<file path="src/rtl/uart_rx_fifo.sv">
// Receive-side FIFO behind a UART receiver: circular buffer with first-word-fall-through
// head, registered occupancy count and a sticky overflow flag for dropped words.
module uart_rx_fifo #(
  parameter int dbit   = 8,
  parameter int addr_w = 4
) (
  input  logic              clk,
  input  logic              reset_n,
  input  logic              wr,
  input  logic [dbit-1:0]   w_data,
  input  logic              rd,
  output logic [dbit-1:0]   r_data,
  output logic              empty,
  output logic              full,
  output logic [addr_w:0]   count,
  output logic              overflow,
  input  logic              clr_ovf
);

  localparam int DEPTH = 1 << addr_w;
  localparam logic [addr_w:0] DEPTH_C = {1'b1, {addr_w{1'b0}}};

  logic [dbit-1:0]   mem_q [DEPTH];
  logic [addr_w-1:0] wr_ptr_q, wr_ptr_d;
  logic [addr_w-1:0] rd_ptr_q, rd_ptr_d;
  logic [addr_w:0]   count_q,  count_d;
  logic              ovf_q,    ovf_d;
  logic              rd_acc, wr_acc, drop;

  // Handshake: wr is a one-cycle strobe, w_data sampled with it; a word is accepted
  // unless full, where it is accepted only alongside an accepted rd. rd pops the
  // head when not empty and is ignored otherwise.
  always_comb begin
    rd_acc   = rd && (count_q != '0);
    wr_acc   = wr && ((count_q != DEPTH_C) || rd_acc);
    drop     = wr && !wr_acc;
    wr_ptr_d = wr_ptr_q;
    rd_ptr_d = rd_ptr_q;
    count_d  = count_q;
    ovf_d    = ovf_q;
    if (wr_acc) wr_ptr_d = wr_ptr_q + 1'b1;
    if (rd_acc) rd_ptr_d = rd_ptr_q + 1'b1;
    if (wr_acc && !rd_acc) count_d = count_q + 1'b1;
    else if (rd_acc && !wr_acc) count_d = count_q - 1'b1;
    // A fresh drop outranks a clear in the same cycle.
    if (drop) ovf_d = 1'b1;
    else if (clr_ovf) ovf_d = 1'b0;
  end

  always_ff @(posedge clk or negedge reset_n) begin
    if (!reset_n) begin
      wr_ptr_q <= '0;
      rd_ptr_q <= '0;
      count_q  <= '0;
      ovf_q    <= 1'b0;
    end else begin
      wr_ptr_q <= wr_ptr_d;
      rd_ptr_q <= rd_ptr_d;
      count_q  <= count_d;
      ovf_q    <= ovf_d;
    end
  end

  // Storage is deliberately unreset; only pointers and count define validity.
  always_ff @(posedge clk) begin
    if (wr_acc) mem_q[wr_ptr_q] <= w_data;
  end

  assign empty    = (count_q == '0);
  assign full     = (count_q == DEPTH_C);
  assign count    = count_q;
  assign overflow = ovf_q;
  assign r_data   = empty ? '0 : mem_q[rd_ptr_q];

endmodule

</file>
<file path="config.mk">
export PLATFORM = sky130hd
export DESIGN_NAME = uart_rx_fifo
export DESIGN_NICKNAME = d
export VERILOG_FILES = /design/src/rtl/uart_rx_fifo.sv
export SDC_FILE = /design/constraint.sdc
export NUM_CORES = 1
export LEC_CHECK = 0
export BUFFER_PORTS_ARGS = -buffer_cell sky130_fd_sc_hd__buf_2
export CORE_UTILIZATION = 50
export DETAILED_ROUTE_END_ITERATION = 12
export GPL_TIMING_DRIVEN = 0
export PLACE_DENSITY = 0.7
export SYNTH_ARGS = -nofsm -noshare
export SYNTH_HDL_FRONTEND = slang
export SYNTH_SLANG_ARGS = --single-unit
</file>
<file path="constraint.sdc">
create_clock -name clk -period 5.47 [get_ports clk]
set_input_delay 0.547 -clock clk [delete_from_list [all_inputs] [get_ports clk]]
set_output_delay 0.547 -clock clk [all_outputs]
set_load 0.01 [all_outputs]
</file>
==> impl_metrics.env <==
export IMPL_outcome="finished, final reports clean"
export IMPL_power_mw=3.87
export IMPL_synth_cell_type_count=36
export IMPL_finalSetupViolations=0
export IMPL_crit_type="flip-flop to output pin"
export IMPL_fillers=795
export IMPL_final_cells=515
export IMPL_worstHoldPathType="input pin to asynchronous set/reset pin"
export IMPL_hold_ws_ns=0.0499
export IMPL_cts_buffer_depth=2
export IMPL_cp_slowest_cell="clkbuf_1"
export IMPL_drt_iter0_drc=295
export IMPL_top_level_ports=29
export IMPL_multi_input_area_um2=1580
export IMPL_fin_skew_ns=0.00588
export IMPL_pre_cts_slack_ns=2.32
export IMPL_via_count=3020
export IMPL_synth_yosys_seq_area_share_pct=71.2
export IMPL_port_buffers=28
export IMPL_grt_first_pass_wirelength_mm=17.9
export IMPL_postSynthCellCount=308
export IMPL_dieArea_um2=12200
export IMPL_areaGrowthSynthToFinish_pct=17.5
export IMPL_ctsRootBufferMaster="clkbuf_16"
export IMPL_diodes=0
export IMPL_cp_startpoint="rd_ptr_q[3]$_DFFE_PN0P_"
export IMPL_finalMaxSlewViolations=0
export IMPL_routed_via_density=5.86
export IMPL_rrSetupSlack_ns=2.32
export IMPL_internal_power_mw=2.72
export IMPL_synth_seq_cells=142
export IMPL_tightest_slew_ns=1.25
export IMPL_seqPwrFrac_pct=36.4
export IMPL_maxCapViolCount=0
export IMPL_crit_required_ns=4.92
export IMPL_worst_path_most_repeated_cell="buf_2"
export IMPL_rsz0062_at_grt="no"
export IMPL_die_h_um=111
export IMPL_antenna_left=0
export IMPL_die_width_um=111
export IMPL_reg2reg_from="count[0]$_DFFE_PN0P_"
export IMPL_setup_slack_ns=2.26
export IMPL_grtUsageTotal_pct=20.4
export IMPL_gp_congestion=0.757
export IMPL_clk_latency_ns=0.41
export IMPL_grt_max_degree=17
export IMPL_synth_fp_nets=331
export IMPL_hold_viol=0
export IMPL_drive_gt1_share_pct=30.9
export IMPL_grt_pass1_vias=3147
export IMPL_cts_sinks=142
export IMPL_drtPass1Iterations=5
export IMPL_syn_area_per_cell_um2=19.1
export IMPL_critPathLaunchType="flip-flop"
export IMPL_syn_cell_area_um2=5890
export IMPL_nets=382
export IMPL_min_period_over_period_pct=58.7
export IMPL_placed_cells=483
export IMPL_period_minus_slack_ns=3.21
export IMPL_power_frac_comb_pct=31.6
export IMPL_cts_made_buffers=17
export IMPL_cts_resized=0
export IMPL_p_clk_share_pct=32.0
export IMPL_path_cells="buf_2 > clkbuf_1 > mux4_1 > mux2_2 > o21ai_0 > a21oi_1 > buf_2"
export IMPL_crit_end="r_data[2]"
export IMPL_max_freq_ghz=0.311
export IMPL_yosys_warnings=0
export IMPL_slew_headroom_pct=15.9
export IMPL_antenna_found_initial=0
export IMPL_h_tree_depth=4
export IMPL_cpPeakStageDelay_ns=0.52
export IMPL_post_route_drc_count=0
export IMPL_coreArea_um2=11500
export IMPL_power_density_nw_per_um2=559
export IMPL_rows=39
export IMPL_grt_overflow_total=0
export IMPL_clk_pin_slew_ns=0.06
export IMPL_cts_tree="built"
export IMPL_p_leak_nw=2.43
export IMPL_vdd_drop_max_mv=0.324
export IMPL_post_cts_buffers=0
export IMPL_drt_wl_total_mm=11.4
export IMPL_worstPathArrival_ns=2.66
export IMPL_p_sw_share_pct=29.7
export IMPL_end_kind="output pin"
export IMPL_hold_buffers=0
export IMPL_initial_utilization_pct=51.4
export IMPL_p_sw_mw=1.15
export IMPL_ff2ff_path_depth=9
export IMPL_r2r_end="count[4]$_DFFE_PN0P_"
export IMPL_path_max_fanout=10
export IMPL_register_area_um2=4190
export IMPL_wl_per_cell_um=22.2
export IMPL_dp_hpwl_mm=7.21
export IMPL_setup_tns_final_ns=0
[placed cells by master, fill, tap and decap left out, types with 2 or more instances in the layout]
master and n:
edfxtp_1 128, buf_2 33, mux4_2 24, clkbuf_16 17
dfrtp_1 14, nand2_1 12, a21oi_1 11, mux2_2 10
o21ai_0 10, mux2i_1 9, ha_1 9, inv_1 8
mux4_1 8, clkbuf_1 7, buf_4 7, nor3_1 7
xnor2_1 7, nor2_1 6, clkbuf_8 5, and3_1 4
nand3_1 4, nor4b_2 4, bufinv_16 4, clkinvlp_4 3
xor2_1 2, a21o_1 2, nand4_1 2
[registers in the layout, summed over array words and instances (netlist names)]
signal / count
overflow: 1
count: 5
wr_ptr_q: 4
rd_ptr_q: 4
mem_q: 128
[per-layer routing]
metal	track usage [%]	vias to the layer above	wire length [µm]
met5	0	-	0
li1	-	1351	-
met2	32.9	116	5700
met3	5.38	12	735
met1	27.4	1541	4840
met4	6.22	0	138
[cell type report]
class | count | share of cell area [%]
well taps | 143 | 2.59
flip-flops and latches | 142 | 60.6
inverters | 9 | 0.488
plain buffers | 17 | 1.52
multi-input cells | 140 | 22.9
repair buffers | 32 | 2.46
clock inverters | 9 | 2.26
clock buffers | 23 | 7.20
[synth_stat cells]
cell       instances  share of area [%]
a2111oi_0          1               0.15
a21o_1             2               0.25
a21oi_1           11               0.93
a32o_1             1               0.17
and3_1             4               0.42
buf_1              1              0.064
buf_12             1               0.34
buf_2              5               0.42
buf_4              3               0.38
buf_6              1               0.19
clkbuf_1           6               0.38
dfrtp_1           14                5.9
edfxtp_1         128                 65
fa_1               1               0.34
ha_1               9                1.9
inv_1              8               0.51
inv_2              1              0.064
mux2_2            10                1.9
mux2i_1            9                1.5
mux4_1             8                3.6
mux4_2            24                9.2
nand2_1           12               0.76
nand3_1            4               0.34
nand4_1            2               0.21
nor2_1             6               0.38
nor3_1             7               0.59
nor4_1             1               0.11
nor4b_1            4               0.59
o21ai_0           10               0.85
o21ai_1            1              0.085
o21ai_2            1               0.15
o31ai_1            1               0.13
o31ai_4            1               0.36
or4_4              1               0.19
xnor2_1            7                1.0
xor2_1             2               0.30
[metrics by stage]
stage / util [%] / area (µm²)
after floorplan: - / 5890
after global placement: 54.2 / 6210
after detailed placement: 54.6 / 6270
after CTS: 60.3 / 6920
after global routing: 60.3 / 6920
final: 60.3 / 6920
[power by group through the flow]
stage / combinational (mW) / sequential (mW) / clock (mW)
after floorplan: 0.857 / 1.41 / 0
after global placement: 1.18 / 1.42 / 0
after detailed placement: 1.22 / 1.43 / 0
after CTS: 1.24 / 1.41 / 1.25
after global routing: 1.33 / 1.42 / 1.29
final: 1.22 / 1.41 / 1.24
[how the worst min path moves through the flow]
stage,startpoint,end,slack [ns]
6_report,reset_n,count[3]$_DFFE_PN0P_,0.05
5_1_grt,reset_n,count[3]$_DFFE_PN0P_,0.06
4_1_cts,reset_n,overflow$_DFFE_PN0P_,0.04
3_5_place_dp,reset_n,count[3]$_DFFE_PN0P_,0.49
3_3_place_gp,reset_n,count[3]$_DFFE_PN0P_,0.47
2_1_floorplan,reset_n,count[0]$_DFFE_PN0P_,0.25
[worst max-delay path: cells and delay by family, from the launching register on]
kind | cells | cell delay [ns]
compound gates | 2 | 0.28
flops | 1 | 0.31
mux | 2 | 0.74
buf+inv | 3 | 0.91
[logic make-up (layout without fill, tap and decap cells)]
family	count (synthesis)	after routing	synth area share [%]
mux	51	51	16.2
flops	142	142	71.2
xor+xnor	9	9	1.34
buf+inv	26	90	2.36
fa+ha+maj	10	10	2.25
simple gates	41	41	3.61
compound gates	29	29	3.08
Note: power is estimated with default switching activity, not from simulation.
